### config.mk
export PLATFORM = sky130hd
export DESIGN_NAME = svm_classifier_sdiv_26s_13s_15_seq
export DESIGN_NICKNAME = d
export VERILOG_FILES = /design/src/rtl/svm_classifier_sdiv_26s_13s_15_seq_pkg.sv /design/src/rtl/svm_classifier_sdiv_step.sv /design/src/rtl/svm_classifier_sdiv_26s_13s_15_seq.sv
export SDC_FILE = /design/constraint.sdc
export NUM_CORES = 1
export LEC_CHECK = 0
export ABC_AREA = 1
export CAP_MARGIN = 20
export CORE_MARGIN = 8
export CORE_UTILIZATION = 33
export DETAILED_ROUTE_END_ITERATION = 12
export DONT_BUFFER_PORTS = 1
export PLACE_DENSITY = 0.55
export SLEW_MARGIN = 10
export SYNTH_ARGS = -nofsm -noshare
export SYNTH_HDL_FRONTEND = slang
export SYNTH_SLANG_ARGS = --single-unit
### constraint.sdc
create_clock -name clk -period 2.5 [get_ports clk]
set_input_delay 0 -clock clk [delete_from_list [all_inputs] [get_ports clk]]
set_output_delay 0 -clock clk [all_outputs]
set_load 0.005 [all_outputs]
### src/rtl/svm_classifier_sdiv_26s_13s_15_seq_pkg.sv
// Shared types and constants for the sequential 26s/13s signed divider.
package svm_classifier_sdiv_26s_13s_15_seq_pkg;

  localparam int DIN0_W    = 26;
  localparam int DIN1_W    = 13;
  localparam int DOUT_W    = 15;
  localparam int DIV_ITERS = 26;
  localparam int CNT_W     = 5;

  // Saturation limits of the 15-bit signed quotient.
  localparam logic signed [DOUT_W-1:0] QMAX = 15'sh3FFF;  //  16383
  localparam logic signed [DOUT_W-1:0] QMIN = 15'sh4000;  // -16384

  // Iteration counter load value.
  localparam logic [CNT_W-1:0] CNT_LOAD = 5'd26;

  typedef enum logic [1:0] {
    IDLE = 2'd0,
    CALC = 2'd1,
    FIX  = 2'd2,
    DONE = 2'd3
  } state_e;

endpackage

### src/rtl/svm_classifier_sdiv_step.sv
// One combinational restoring-division step: shift the partial remainder /
// dividend pair left by one, trial-subtract the divisor magnitude and keep or
// restore. The quotient bit shifts into the vacated dividend LSB.
module svm_classifier_sdiv_step
  import svm_classifier_sdiv_26s_13s_15_seq_pkg::*;
(
  input  logic [DIN1_W-1:0] i_rem,
  input  logic [DIN0_W-1:0] i_dvd,
  input  logic [DIN1_W-1:0] i_dmag,
  output logic [DIN1_W-1:0] o_rem,
  output logic [DIN0_W-1:0] o_dvd,
  output logic              o_qbit
);

  logic [DIN1_W:0]   w_shift;
  logic [DIN1_W+1:0] w_diff;
  logic [DIN1_W:0]   w_sel;

  // Trial subtract with one guard bit; the guard bit acts as the borrow.
  always_comb begin
    w_shift = {i_rem, i_dvd[DIN0_W-1]};
    w_diff  = {1'b0, w_shift} - {2'b00, i_dmag};
    o_qbit  = ~w_diff[DIN1_W+1];
    if (o_qbit) begin
      w_sel = w_diff[DIN1_W:0];
    end else begin
      w_sel = w_shift;
    end
    // The kept remainder is below the divisor magnitude (<= 4096), so 13 bits hold it.
    o_rem = w_sel[DIN1_W-1:0];
    o_dvd = {i_dvd[DIN0_W-2:0], o_qbit};
  end

endmodule

### src/rtl/svm_classifier_sdiv_26s_13s_15_seq.sv
// Sequential signed radix-2 restoring divider, 26-bit dividend by 13-bit
// divisor, giving a saturated 15-bit quotient and a 13-bit remainder whose
// sign follows the dividend. Start/done handshake, fixed 28-cycle latency.
module svm_classifier_sdiv_26s_13s_15_seq
  import svm_classifier_sdiv_26s_13s_15_seq_pkg::*;
#(
  parameter int ID         = 1,
  parameter int din0_WIDTH = 26,
  parameter int din1_WIDTH = 13,
  parameter int dout_WIDTH = 15
) (
  input  logic                         clk,
  input  logic                         reset,
  input  logic                         ce,
  input  logic                         start,
  input  logic signed [din0_WIDTH-1:0] din0,
  input  logic signed [din1_WIDTH-1:0] din1,
  output logic                         busy,
  output logic                         done,
  output logic signed [dout_WIDTH-1:0] dout,
  output logic signed [din1_WIDTH-1:0] rem,
  output logic                         ovf,
  output logic                         dbz
);

  // The datapath is built for the package widths; other widths are rejected.
  if ((din0_WIDTH != DIN0_W) || (din1_WIDTH != DIN1_W) ||
      (dout_WIDTH != DOUT_W) || (ID < 0)) begin : g_cfg_err
    $error("svm_classifier_sdiv_26s_13s_15_seq: unsupported parameters");
  end

  state_e r_state;
  state_e w_state_nxt;

  logic [CNT_W-1:0]  r_cnt;
  logic [DIN1_W-1:0] r_rem_acc;
  logic [DIN0_W-1:0] r_dvd;
  logic [DIN1_W-1:0] r_dmag;
  logic              r_sign0;
  logic              r_sign1;

  logic                     r_busy;
  logic                     r_done;
  logic signed [DOUT_W-1:0] r_dout;
  logic signed [DIN1_W-1:0] r_rem;
  logic                     r_ovf;
  logic                     r_dbz;

  logic [DIN0_W:0]   w_dvd_abs;
  logic [DIN1_W-1:0] w_dmag;
  logic [DIN1_W-1:0] w_step_rem;
  logic [DIN0_W-1:0] w_step_dvd;
  logic              w_step_qbit;

  logic signed [DIN0_W:0]   w_q27;
  logic signed [DOUT_W-1:0] w_fix_dout;
  logic signed [DIN1_W-1:0] w_fix_rem;
  logic                     w_fix_ovf;
  logic                     w_fix_dbz;

  svm_classifier_sdiv_step u_step (
    .i_rem  (r_rem_acc),
    .i_dvd  (r_dvd),
    .i_dmag (r_dmag),
    .o_rem  (w_step_rem),
    .o_dvd  (w_step_dvd),
    .o_qbit (w_step_qbit)
  );

  // Operand magnitudes; -4096 maps to 4096 in the 13-bit unsigned magnitude.
  always_comb begin
    if (din0[DIN0_W-1]) begin
      w_dvd_abs = 27'd0 - {din0[DIN0_W-1], din0};
    end else begin
      w_dvd_abs = {1'b0, din0};
    end
    if (din1[DIN1_W-1]) begin
      w_dmag = 13'd0 - din1;
    end else begin
      w_dmag = din1;
    end
  end

  // Next-state logic.
  always_comb begin
    w_state_nxt = r_state;
    case (r_state)
      IDLE: begin
        if (start) begin
          w_state_nxt = CALC;
        end else begin
          w_state_nxt = IDLE;
        end
      end
      CALC: begin
        if (r_cnt == 5'd1) begin
          w_state_nxt = FIX;
        end else begin
          w_state_nxt = CALC;
        end
      end
      FIX:     w_state_nxt = DONE;
      DONE:    w_state_nxt = IDLE;
      default: w_state_nxt = IDLE;
    endcase
  end

  // Sign fix-up and saturation of the finished magnitudes.
  always_comb begin
    if (r_sign0 ^ r_sign1) begin
      w_q27 = 27'sd0 - $signed({1'b0, r_dvd});
    end else begin
      w_q27 = $signed({1'b0, r_dvd});
    end
    w_fix_dbz = (r_dmag == 13'd0);
    if (w_fix_dbz) begin
      w_fix_ovf  = 1'b1;
      w_fix_rem  = 13'sd0;
      w_fix_dout = r_sign0 ? QMIN : QMAX;
    end else begin
      if (r_sign0) begin
        w_fix_rem = 13'sd0 - $signed(r_rem_acc);
      end else begin
        w_fix_rem = $signed(r_rem_acc);
      end
      if (w_q27 > 27'sd16383) begin
        w_fix_ovf  = 1'b1;
        w_fix_dout = QMAX;
      end else if (w_q27 < -27'sd16384) begin
        w_fix_ovf  = 1'b1;
        w_fix_dout = QMIN;
      end else begin
        w_fix_ovf  = 1'b0;
        w_fix_dout = w_q27[DOUT_W-1:0];
      end
    end
  end

  // State register; reset wins over ce.
  always_ff @(posedge clk) begin
    if (reset) begin
      r_state <= IDLE;
    end else if (ce) begin
      r_state <= w_state_nxt;
    end
  end

  // Operand capture and one restoring step per CALC cycle.
  always_ff @(posedge clk) begin
    if (reset) begin
      r_cnt     <= 5'd0;
      r_rem_acc <= 13'd0;
      r_dvd     <= 26'd0;
      r_dmag    <= 13'd0;
      r_sign0   <= 1'b0;
      r_sign1   <= 1'b0;
    end else if (ce) begin
      case (r_state)
        IDLE: begin
          if (start) begin
            r_cnt     <= CNT_LOAD;
            r_rem_acc <= 13'd0;
            r_dvd     <= w_dvd_abs[DIN0_W-1:0];
            r_dmag    <= w_dmag;
            r_sign0   <= din0[DIN0_W-1];
            r_sign1   <= din1[DIN1_W-1];
          end
        end
        CALC: begin
          r_cnt     <= r_cnt - 5'd1;
          r_rem_acc <= w_step_rem;
          r_dvd     <= w_step_dvd;
        end
        default: begin
          r_cnt <= r_cnt;
        end
      endcase
    end
  end

  // Registered handshake and result outputs; results hold until the next FIX.
  always_ff @(posedge clk) begin
    if (reset) begin
      r_busy <= 1'b0;
      r_done <= 1'b0;
      r_dout <= 15'sd0;
      r_rem  <= 13'sd0;
      r_ovf  <= 1'b0;
      r_dbz  <= 1'b0;
    end else if (ce) begin
      r_busy <= (w_state_nxt == CALC) || (w_state_nxt == FIX);
      r_done <= (w_state_nxt == DONE);
      if (r_state == FIX) begin
        r_dout <= w_fix_dout;
        r_rem  <= w_fix_rem;
        r_ovf  <= w_fix_ovf;
        r_dbz  <= w_fix_dbz;
      end
    end
  end

  assign busy = r_busy;
  assign done = r_done;
  assign dout = r_dout;
  assign rem  = r_rem;
  assign ovf  = r_ovf;
  assign dbz  = r_dbz;

endmodule

* After elaboration in Yosys (flattened, before gate mapping)
Cells that the tools add are included.
** Word-level totals
- Flip-flop bits (word level) :: 93
- Bits of input ports :: 43
- Logic and storage cells :: 60
** Cells by class
- Add/sub/neg operators :: 6
- Order comparisons :: 2
- Equal/unequal tests :: 8
- Multiplexer cells :: 22
- Bitwise operators :: 2
- Reduce and logical (&&, ||, !) cells :: 7
** Operator list (number)
- 13-bit 2-to-1 mux :: 5
- 15-bit 2-to-1 mux :: 4
- 26-bit 2-to-1 mux :: 2
- 26-bit case mux with 2 select lines :: 1
- 27-bit by 15-bit > comparator with 1-bit output, second input constant :: 1
- 27-bit by 15-bit less-than comparator with 1-bit output, second input constant :: 1
- 27-bit 2-to-1 mux :: 1
- 1-bit by 26-bit subtractor with 27-bit output, first input constant :: 1
- 13-bit case mux with 2 select lines :: 1
- 1-bit by 13-bit subtractor with 13-bit output, first input constant :: 2
- 1-bit by 26-bit subtractor with 26-bit output, first input constant :: 1
- 14-bit by 13-bit subtractor with 15-bit output :: 1
- 13-bit zero test :: 1
- 5-bit case mux with 2 select lines :: 1
- 2-bit == test, second input constant :: 4
- 2-bit case mux with 4 select lines :: 1
- 3-bit AND reduction :: 2
- 5-bit by 1-bit == test with 1-bit output, second input constant :: 1
- 5-bit 2-to-1 mux :: 1
- 5-bit by 1-bit subtractor with 5-bit output, second input constant :: 1
- 2-bit by 1-bit == test with 1-bit output, second input constant :: 2
- 1-bit 2-to-1 mux :: 4
- 2-bit zero test :: 1
- 2-bit 2-to-1 mux :: 1
- 6 further kinds :: 6

* Depth between registers and ports, before layout
Gate-level depths: netlist (run 1).
- Word-level depth :: 6
- Gate-level depth with buffers :: 18
- Gate-level depth less buffers :: 17

* By module
Synthesis (run 1) repeated with hierarchy kept, for this count alone.
** Unflattened totals
- Cells, all modules :: 1141
- Area total of the unflattened synthesis :: 7024.2 sq um
** By module, submodules not included
- svm_classifier_sdiv_26s_13s_15_seq :: instances 1, cells each 917, area each 5818.1 sq um, seq. area each 1861.8 sq um
- svm_classifier_sdiv_step :: instances 1, cells each 224, area each 1206.2 sq um, seq. area each 0.0 sq um

* Least setup slack after synthesis (run 1)
No wires, ideal clock.
- Path type :: register -> register
- Start point :: reg r_dvd[25]
- End point :: reg r_rem_acc[12]
- Arrival time :: 1.971 ns
- Data required time :: 2.368 ns
- Setup slack :: 0.397 ns
- Stages on the path, launching flop included :: 11
- Period minus slack after synthesis :: 2.103 ns
- Path through :: dfxtp_1 inv_1 ha_1 inv_1 fa_1 a21oi_1 o21ai_0 a21boi_0 o21ai_0 o211ai_1 a21oi_1
** Between the ends
- Longest elaborated chain between the ends :: 3
** Ends and longest elaborated chain
- from (decl) :: RTL line svm_classifier_sdiv_26s_13s_15_seq.sv:37 : logic [DIN0_W-1:0] r_dvd;
- from (signal assigned) :: RTL line svm_classifier_sdiv_26s_13s_15_seq.sv:163 : r_dvd <= w_dvd_abs[DIN0_W-1:0];
- from (signal assigned) :: RTL line svm_classifier_sdiv_26s_13s_15_seq.sv:172 : r_dvd <= w_step_dvd;
- 14-bit by 13-bit subtractor with 15-bit output :: RTL line svm_classifier_sdiv_step.sv:22 : w_diff = {1'b0, w_shift} - {2'b00, i_dmag};
- 13-bit 2-to-1 mux :: RTL line svm_classifier_sdiv_step.sv:24 : if (o_qbit) begin
- 13-bit case mux with 2 select lines :: RTL line svm_classifier_sdiv_26s_13s_15_seq.sv:158 : case (r_state)
- to (signal assigned) :: RTL line svm_classifier_sdiv_26s_13s_15_seq.sv:171 : r_rem_acc <= w_step_rem;
- to (decl) :: RTL line svm_classifier_sdiv_26s_13s_15_seq.sv:36 : logic [DIN1_W-1:0] r_rem_acc;
No other way between the ends.
A chain may end at the register's enable or synchronous reset.

* Worst setup path in the final report (run 1)
- Start point :: reg r_dvd[25]
- End point :: reg r_rem_acc[8]
Same word-level chain as after synthesis.

==> impl_metrics.json, run 1 <==
{
  "cts_tree": "done",
  "antenna_found_initial": 0,
  "cp.required_ns": 2.79,
  "synth_xor_area_share_pct": 6.022,
  "rsz0062_at_grt": "false",
  "slowest_stage": "fa_1",
  "hp-class": "input port to register",
  "max_slew.worst_pin.slew_ns": 0.7265,
  "worstSetupPathType": "register to register",
  "timing.max_cap.violations": 0,
  "cp_common_cell": "a21oi_1",
  "ys_warn_count": 0,
  "initial_utilization_pct": 33.21,
  "crit_family": "compound AO/OA/AOI/OAI gates",
  "setup_viol": 0,
  "dp_cells": 1276,
  "avgViaCountPerCell": 4.851,
  "n_fill_cell": 2092,
  "dieWidth_um": 155.3,
  "numPortBuffers": 0,
  "synthAdderAreaFrac_pct": 4.223,
  "ant_nets": 0,
  "synth_mux_area_share_pct": 0,
  "dr.pass1.iters": 4,
  "max-vdd-ir-drop_mv": 0.3666,
  "crit_path_max_incr_delay_ns": 0.42,
  "grt-ovfl-total": 0,
  "synth_top_family_by_area": "simple AND/OR/NAND/NOR gates",
  "coreArea_um2": 19270,
  "max_freq_mhz": 444.7,
  "slew_viol_final": 0,
  "status": "finished, final reports clean",
  "synth_compound_area_share_pct": 21.60,
  "netlist_area_um2": 6400,
  "fin_nets": 1133,
  "final.min_clock_period_ns": 2.249,
  "routabilityCongestion": 0.8993,
  "final_cells": 1339,
  "worstPathArrival_ns": 2.54,
  "fin_area_um2": 7556,
  "max-slew-margin-rel_pct": 51.51,
  "power.leakage_nw": 3.369,
  "powerDensity_nw_per_um2": 624.2,
  "crit_path_end_kind": "register",
  "p_total_mw": 4.717,
  "die_area_um2": 24110,
  "worstPathMaxFanout": 25,
  "cp_num_buf_inv": 4,
  "drive_gt1_share_pct": 5.680,
  "clockBufferDepth": 2,
  "grt_usage_pct": 16.01,
  "die-height_um": 155.3,
  "clock-root-buffer": "clkbuf_16",
  "critPathLaunchType": "register",
  "post_dp_cell_area_um2": 6749,
  "drtIter0Drc": 423,
  "drt-total-wl_um": 19090,
  "finalCritPeriodShare_pct": 89.94,
  "wire_per_inst_um": 14.26,
  "synth_nets": 1092,
  "finClkSkew_ns": 0.01057,
  "syn_area_per_cell_um2": 6.226,
  "netlist_instances": 1028,
  "grt_start_max_net_pins": 53,
  "io_pins": 75,
  "grt_pass1_wl_um": 31640,
  "yosysSeqAreaShare_pct": 29.09,
  "num_antenna_cells": 0,
  "numCtsBuffers": 9,
  "hold_violations": 0,
  "synth_seq_cells": 93,
  "synthSimpleGateAreaFrac_pct": 29.17,
  "cts_max_level": 3,
  "clkSinkCount": 93,
  "ys_types": 41,
  "clk_transition_reported_paths_ns": 0.07,
  "num_rows": 51,
  "post-route-drc-count": 0,
  "dp_hpwl_um": 14070,
  "tns_ns": 0,
  "insertion_delay_ns": 0.35,
  "grt_pass1_vias": 6194,
  "vias": 6496,
  "area_growth_pct": 18.06,
  "crit_chain": "inv_1 > ha_1 > inv_1 > fa_1 > a21oi_1 > buf_4 > o21ai_1 > buf_4 > a21oi_1 > o21ai_0 > a21oi_1",
  "final_util_pct": 39.21
}
## flip-flops by register name, summed over array words and instances, names as in the netlist
name and flops:
r_dvd 26, dout 15, r_dmag 13, r_rem_acc 13, rem 13, r_cnt 5, r_state 2, busy 1
dbz 1, done 1, ovf 1, r_sign0 1, r_sign1 1
## tightest hold or removal path, delay by kind of cell
| kind | cells | cell delay [ns] |
|---|---|---|
| compound gates | 1 | 0.09 |
| simple gates | 2 | 0.20 |
## layer usage
| metal | GRT usage (%) | share of wire, % |
|---|---|---|
| met5 | 0 | 0 |
| met4 | 4.945 | 1.4 |
| met3 | 3.856 | 5.9 |
| met2 | 22.88 | 40 |
| met1 | 23.08 | 53 |
## per-stage QoR
stage	setup slack, ns	hold slack (ns)
floorplan	0.3965	0.1516
global placement	0.1996	0.07875
detailed placement	0.1971	0.08221
CTS	0.1678	0.001444
global route	0.007686	0.01956
finish	0.2514	0.006995
## cell usage in the layout (no fill, tap or decap), types with 10 or more instances in the layout
| cell | netlist | routed |
|---|---|---|
| nand2_1 | 221 | 219 |
| a21oi_1 | 130 | 130 |
| nor2_1 | 116 | 113 |
| inv_1 | 109 | 109 |
| dfxtp_1 | 93 | 93 |
| o21ai_0 | 87 | 87 |
| nand3_1 | 61 | 61 |
| dlygate4sd3_1 | 0 | 45 |
| xor2_1 | 29 | 29 |
| buf_4 | 1 | 26 |
| ha_1 | 20 | 20 |
| nor3_1 | 18 | 17 |
| xnor2_1 | 15 | 15 |
| nand4_1 | 10 | 10 |
## cell usage after synthesis (all sizes together)
cell | instances | area, um^2
nor2 | 119 | 454.2
o211ai | 9 | 67.56
inv | 112 | 420.4
o221ai | 2 | 17.52
o41ai | 1 | 8.760
dfxtp | 93 | 1862
buf | 10 | 58.81
o22ai | 1 | 6.260
o31ai | 4 | 30.03
fa | 1 | 20.02
nor4 | 7 | 43.79
nand4 | 10 | 62.56
a21boi | 1 | 7.510
and2 | 1 | 6.260
nand3 | 61 | 305.3
a21o | 1 | 7.510
a221oi | 4 | 35.03
nor3 | 18 | 90.09
o32ai | 1 | 8.760
o21bai | 2 | 15.01
ha | 20 | 250.2
xor2 | 29 | 254.0
a21oi | 130 | 650.6
clkinv | 8 | 30.03
nand3b | 4 | 30.03
a211oi | 2 | 15.01
clkbuf | 33 | 123.9
nand2 | 223 | 842.1
a31oi | 6 | 37.54
nor3b | 1 | 7.510
or2 | 4 | 25.03
o21ai | 95 | 475.5
xnor2 | 15 | 131.4
## logic make-up after synthesis
logic type	after synthesis
AOI/OAI and AO/OA	259
xor gates and xnor gates	44
adders and majority gates	21
buffers and inverters	163
DFF	93
and+or+nand+nor	448
## path summary, 6_finish.rpt
check,startpoint,endpoint,slack (ns),depth (start not counted)
setup / recovery,r_dvd[25],r_rem_acc[8],0.25,11
hold / removal,din0[22],r_dvd[25],0.007,3
hold reg to reg,rem[9],rem[9],0.49,2
setup reg to reg,r_dvd[25],r_rem_acc[8],0.25,11
## power breakdown
group / switching (mW) / internal (mW) / total [mW]
Clock: 0.642 / 0.740 / 1.38
Combinational: 1.01 / 0.608 / 1.62
Sequential: 0.125 / 1.59 / 1.72
Total: 1.78 / 2.94 / 4.72
## final cells by class
class,count,area (um^2),area share [%]
Sequential cell,93,1862,24.64
Timing Repair Buffer,73,684.4,9.058
Inverter,120,450.4,5.961
Clock inverter,5,42.54,0.5630
Clock buffer,11,252.7,3.345
Tap cell,265,331.6,4.388
Multi-Input combinational cell,772,3933,52.04
## what timing repair did
item / CTS / global route
setup endpoints to repair: 0 / 18
resized for setup: 0 / 8
setup buffers: 0 / 1
endpoints found under the hold margin: 84 / 0
hold buffers: 46 / 0
(Power assumes the default switching activity.)
==> run 2: changes to the inputs <==
--- a/config.mk
+++ b/config.mk
@@ -12,4 +12,5 @@
 export DETAILED_ROUTE_END_ITERATION = 12
 export DONT_BUFFER_PORTS = 1
+export GPL_TIMING_DRIVEN = 0
 export PLACE_DENSITY = 0.55
 export SLEW_MARGIN = 10
==> constraint.sdc (replaced) <==
create_clock -name clk -period 2.5 [get_ports clk]
set_input_delay 0.5 -clock clk [delete_from_list [all_inputs] [get_ports clk]]
set_output_delay 0.5 -clock clk [all_outputs]
set_load 0.005 [all_outputs]
==> impl_metrics.json, run 2 (synthesis results as in run 1) <==
{
  "status": "finished, final reports clean",
  "wire_per_inst_um": 14.59,
  "slowest_stage": "dfxtp_1",
  "fin_nets": 1104,
  "grt_usage_pct": 15.73,
  "die-height_um": 155.3,
  "cp_common_cell": "a21oi_1",
  "final_common_cell": "nand2_1",
  "dp_hpwl_um": 15390,
  "post_dp_cell_area_um2": 6731,
  "vias": 6439,
  "max_slew.worst_pin.slew_ns": 0.6246,
  "layout_common_cells": "nand2_1, a21oi_1, nor2_1",
  "clockBufferDepth": 2,
  "num_rows": 51,
  "antenna_found_initial": 0,
  "num_antenna_cells": 0,
  "initial_utilization_pct": 33.21,
  "power.leakage_nw": 3.142,
  "grt-ovfl-total": 0,
  "cts_tree": "done",
  "cp.required_ns": 2.72,
  "clkSinkCount": 93,
  "dieWidth_um": 155.3,
  "max-slew-margin-rel_pct": 58.36,
  "cts_hold_buf": 0,
  "grt_pass1_wl_um": 30770,
  "ant_nets": 0,
  "insertion_delay_ns": 0.35,
  "grt_start_max_net_pins": 17,
  "drt-total-wl_um": 19110,
  "drive_gt1_share_pct": 4.689,
  "cp_num_buf_inv": 0,
  "post-route-drc-count": 0,
  "crit_path_end_kind": "register",
  "hold_violations": 0,
  "coreArea_um2": 19270,
  "setup_viol": 0,
  "io_pins": 75,
  "critPathLaunchType": "register",
  "r2r_setup_slack_ns": 0.20,
  "hp-class": "input port to register",
  "n_fill_cell": 2119,
  "seq_area_um2": 1863,
  "multi_input_area_um2": 3960,
  "clk_transition_reported_paths_ns": 0.07,
  "slew_viol_final": 0,
  "cts_max_level": 3,
  "crit_family": "compound AO/OA/AOI/OAI gates",
  "fin_area_um2": 7113,
  "drtIter0Drc": 387,
  "worstSetupPathType": "register to register",
  "worstPathMaxFanout": 6,
  "avgViaCountPerCell": 4.915,
  "powerDensity_nw_per_um2": 668.5,
  "finalCritPeriodShare_pct": 92.10,
  "whs_ns": 0.3103,
  "numPortBuffers": 0,
  "grt_pass1_vias": 5825,
  "area_growth_pct": 11.14,
  "numCtsBuffers": 9,
  "routabilityCongestion": 0.8783,
  "clock-root-buffer": "clkbuf_16",
  "crit_chain": "ha_1 > a21oi_1 > o21ai_0 > a21oi_1 > o21ai_0 > a21oi_1 > xor2_1 > nand2_1 > o211ai_1 > a21oi_1",
  "max_freq_mhz": 434.3,
  "finClkSkew_ns": 0.01183,
  "die_area_um2": 24110,
  "timing.max_cap.violations": 0,
  "final.min_clock_period_ns": 2.302,
  "max-vdd-ir-drop_mv": 0.3862,
  "worstPathArrival_ns": 2.52,
  "dr.pass1.iters": 4,
  "crit_path_max_incr_delay_ns": 0.48,
  "top_register": "r_dvd",
  "largest_reg_flops": 26
}
-- run 2: repair_timing --
action | CTS | global route
endpoints found under the setup margin | 15 | 38
gates cloned | 0 | 0
setup buffers | 0 | 1
gates resized for setup | 4 | 23
hold endpoints to repair | 0 | 0
pin swaps | 0 | 3
-- run 2: worst register-to-register path, stage by stage, from the launching register on --
cell      delay [ns]
dfxtp_1         0.48
ha_1            0.33
a21oi_1         0.20
o21ai_0         0.11
a21oi_1         0.24
o21ai_0         0.20
a21oi_1         0.20
xor2_1          0.16
nand2_1         0.08
o211ai_1        0.09
a21oi_1         0.08
-- run 2: layer usage --
layer | global-route usage (%) | part of all wire (%) | vias up
met1 | 22.94 | 51 | 2860
li1 | - | - | 3409
met5 | 0 | 0 | -
met2 | 22.65 | 41 | 157
met3 | 3.301 | 7.3 | 13
met4 | 4.529 | 1.2 | 0
-- run 2: area by class of cell --
type | instances | share of cell area [%]
inverter | 120 | 6.332
clock buffer | 11 | 3.412
multi-input combinational | 772 | 55.67
clock inverter | 5 | 0.9499
buffer | 43 | 2.674
sequential | 93 | 26.19
timing repair buffer | 1 | 0.1055
tap | 265 | 4.661
-- run 2: path summary, 6_finish.rpt --
check / startpoint / end / cells after the start
setup / recovery: r_rem_acc[3] / r_rem_acc[9] / 10
hold / removal: din1[1] / r_dmag[1] / 2
setup reg to reg: r_rem_acc[3] / r_rem_acc[9] / 10
hold reg to reg: rem[9] / rem[9] / 2
-- run 2: metrics by stage --
step	std cells	setup TNS (ns)	power (mW)	util (%)	worst slack, ns
floorplan	1028	0	2.897	-	0.3965
global placement	1293	-1.635	3.261	34.93	-0.1298
detailed placement	1293	-1.793	3.255	34.93	-0.1328
CTS	1309	0	4.726	36.61	0.006597
global route	1310	-0.008241	5.070	36.91	-0.005718
finish	1310	0	4.755	36.91	0.1976
-- run 2: where the power goes --
group          switching [mW]  leakage, nW  internal (mW)
combinational            1.01         2.23          0.550
sequential              0.142        0.760           1.59
clock                   0.644        0.152          0.819
==> run 3: changes to the inputs <==
Settings changed: GPL_TIMING_DRIVEN 0 to unset.
==> impl_metrics.json, run 3 (synthesis results as in run 1) <==
{
  "use_met3_pct": 3.939,
  "use_met1_pct": 22.39,
  "status": "finished, final reports clean",
  "rsz0062_at_grt": "false",
  "critPathLaunchType": "register",
  "area_growth_pct": 11.44,
  "routabilityCongestion": 0.8895,
  "seq_area_um2": 1862,
  "numPortBuffers": 0,
  "slew_viol_final": 0,
  "n_fill_cell": 2160,
  "clkSinkCount": 93,
  "die-height_um": 155.3,
  "max_freq_mhz": 444.1,
  "insertion_delay_ns": 0.35,
  "drtIter0Drc": 388,
  "cts_max_level": 3,
  "worstSetupPathType": "register to register",
  "setup_viol": 0,
  "crit_chain": "inv_1 > ha_1 > nand2_1 > nor2_4 > nand2_1 > nand2_2 > nand3_1 > nand2_1 > nand2_1 > nor3_1 > nand3_1 > nand3_1 > buf_12 > nand2_1 > inv_1 > a21oi_1",
  "grt_pass1_vias": 5954,
  "timing.max_cap.violations": 0,
  "layout_common_cells": "nand2_1, a21oi_1, nor2_1",
  "finClkSkew_ns": 0.008410,
  "gr-usage-met2_pct": 21.79,
  "slowest_stage": "dfxtp_1",
  "cts_hold_buf": 0,
  "grt-ovfl-total": 0,
  "cts_tree": "done",
  "worstPathMaxFanout": 12,
  "multi_input_area_um2": 3945,
  "tns_ns": 0,
  "drt-total-wl_um": 18350,
  "vias": 6370,
  "num_rows": 51,
  "cp_num_buf_inv": 3,
  "grt_pass1_wl_um": 30610,
  "top_register": "r_dvd",
  "cp.required_ns": 2.74,
  "crit_family": "simple AND/OR/NAND/NOR gates",
  "io_pins": 75,
  "wire_per_inst_um": 14.15,
  "avgViaCountPerCell": 4.911,
  "max-vdd-ir-drop_mv": 0.4003,
  "max_slew.worst_pin.slew_ns": 0.6353,
  "initial_utilization_pct": 33.21,
  "final.min_clock_period_ns": 2.252,
  "clock-root-buffer": "clkbuf_16",
  "crit_path_max_incr_delay_ns": 0.32,
  "numCtsBuffers": 9,
  "p_total_mw": 4.637,
  "dr.pass1.iters": 5,
  "finalCritPeriodShare_pct": 90.07,
  "dp_hpwl_um": 13840,
  "fin_nets": 1091,
  "die_area_um2": 24110,
  "largest_reg_flops": 26,
  "coreArea_um2": 19270,
  "ant_nets": 0,
  "post-route-drc-count": 0,
  "antenna_found_initial": 0,
  "hold_violations": 0,
  "cp_common_cell": "nand2_1",
  "final_common_cell": "nand2_1",
  "powerDensity_nw_per_um2": 650.2,
  "worstPathArrival_ns": 2.49,
  "power.leakage_nw": 3.207,
  "hp-class": "input port to register",
  "drive_gt1_share_pct": 6.395,
  "clockBufferDepth": 2,
  "grt_start_max_net_pins": 54,
  "clk_transition_reported_paths_ns": 0.07,
  "max-slew-margin-rel_pct": 57.20,
  "dieWidth_um": 155.3,
  "crit_path_end_kind": "register",
  "grt_usage_pct": 15.40,
  "busiest_layer": "met1",
  "num_antenna_cells": 0
}
[run 3: layout make-up]
type                    instances  share of cell area, %
multi-input cells             772                  55.32
flip-flops and latches         93                  26.11
inverters                     120                  6.316
well taps                     265                  4.649
repair buffers                 31                  3.614
clock buffers                  10                  3.351
clock inverters                 6                 0.6491
[run 3: final timing paths]
kind | startpoint | end | slack, ns | cells after the start
setup / recovery | r_dvd[0] | dout[2] | 0.25 | 16
hold / removal | reset | dout[5] | 0.21 | 1
setup reg to reg | r_dvd[0] | dout[2] | 0.25 | 16
hold reg to reg | r_dvd[0] | r_dvd[0] | 0.48 | 2
[run 3: worst register-to-register path: cells and delay by family, from the launching register on]
family,cells,cell delay [ns]
simple gates,11,1.29
flops,1,0.32
buf+inv,3,0.30
fa+ha+maj,1,0.18
compound gates,1,0.06
[run 3: layer usage]
layer,share of wire (%),vias to the layer above
li1,-,3394
met1,53,2828
met2,38,135
met3,7.0,13
met4,1.1,0
met5,0,-
[run 3: metrics by stage]
stage	hold slack (ns)	area (um^2)	instances	utilization (%)	worst slack (ns)
3_3_place_gp	0.4649	6804	1280	35.31	0.2071
2_1_floorplan	0.4478	6400	1028	-	0.3965
5_1_grt	0.1976	7132	1297	37.01	0.01246
6_report	0.2119	7132	1297	37.01	0.2482
4_1_cts	0.2043	7089	1296	36.79	0.2160
3_5_place_dp	0.4718	6804	1280	35.31	0.1899
[run 3: report_power, final]
group | leakage [nW] | internal, mW | switching (mW)
logic | 2.31 | 0.590 | 0.983
registers | 0.759 | 1.59 | 0.121
clock network | 0.141 | 0.712 | 0.641
[run 3: what timing repair did]
item | in CTS | in global routing
setup endpoints to repair | 0 | 16
buffers inserted | 0 | 1
resized for setup | 0 | 10
hold endpoints to repair | 0 | 0
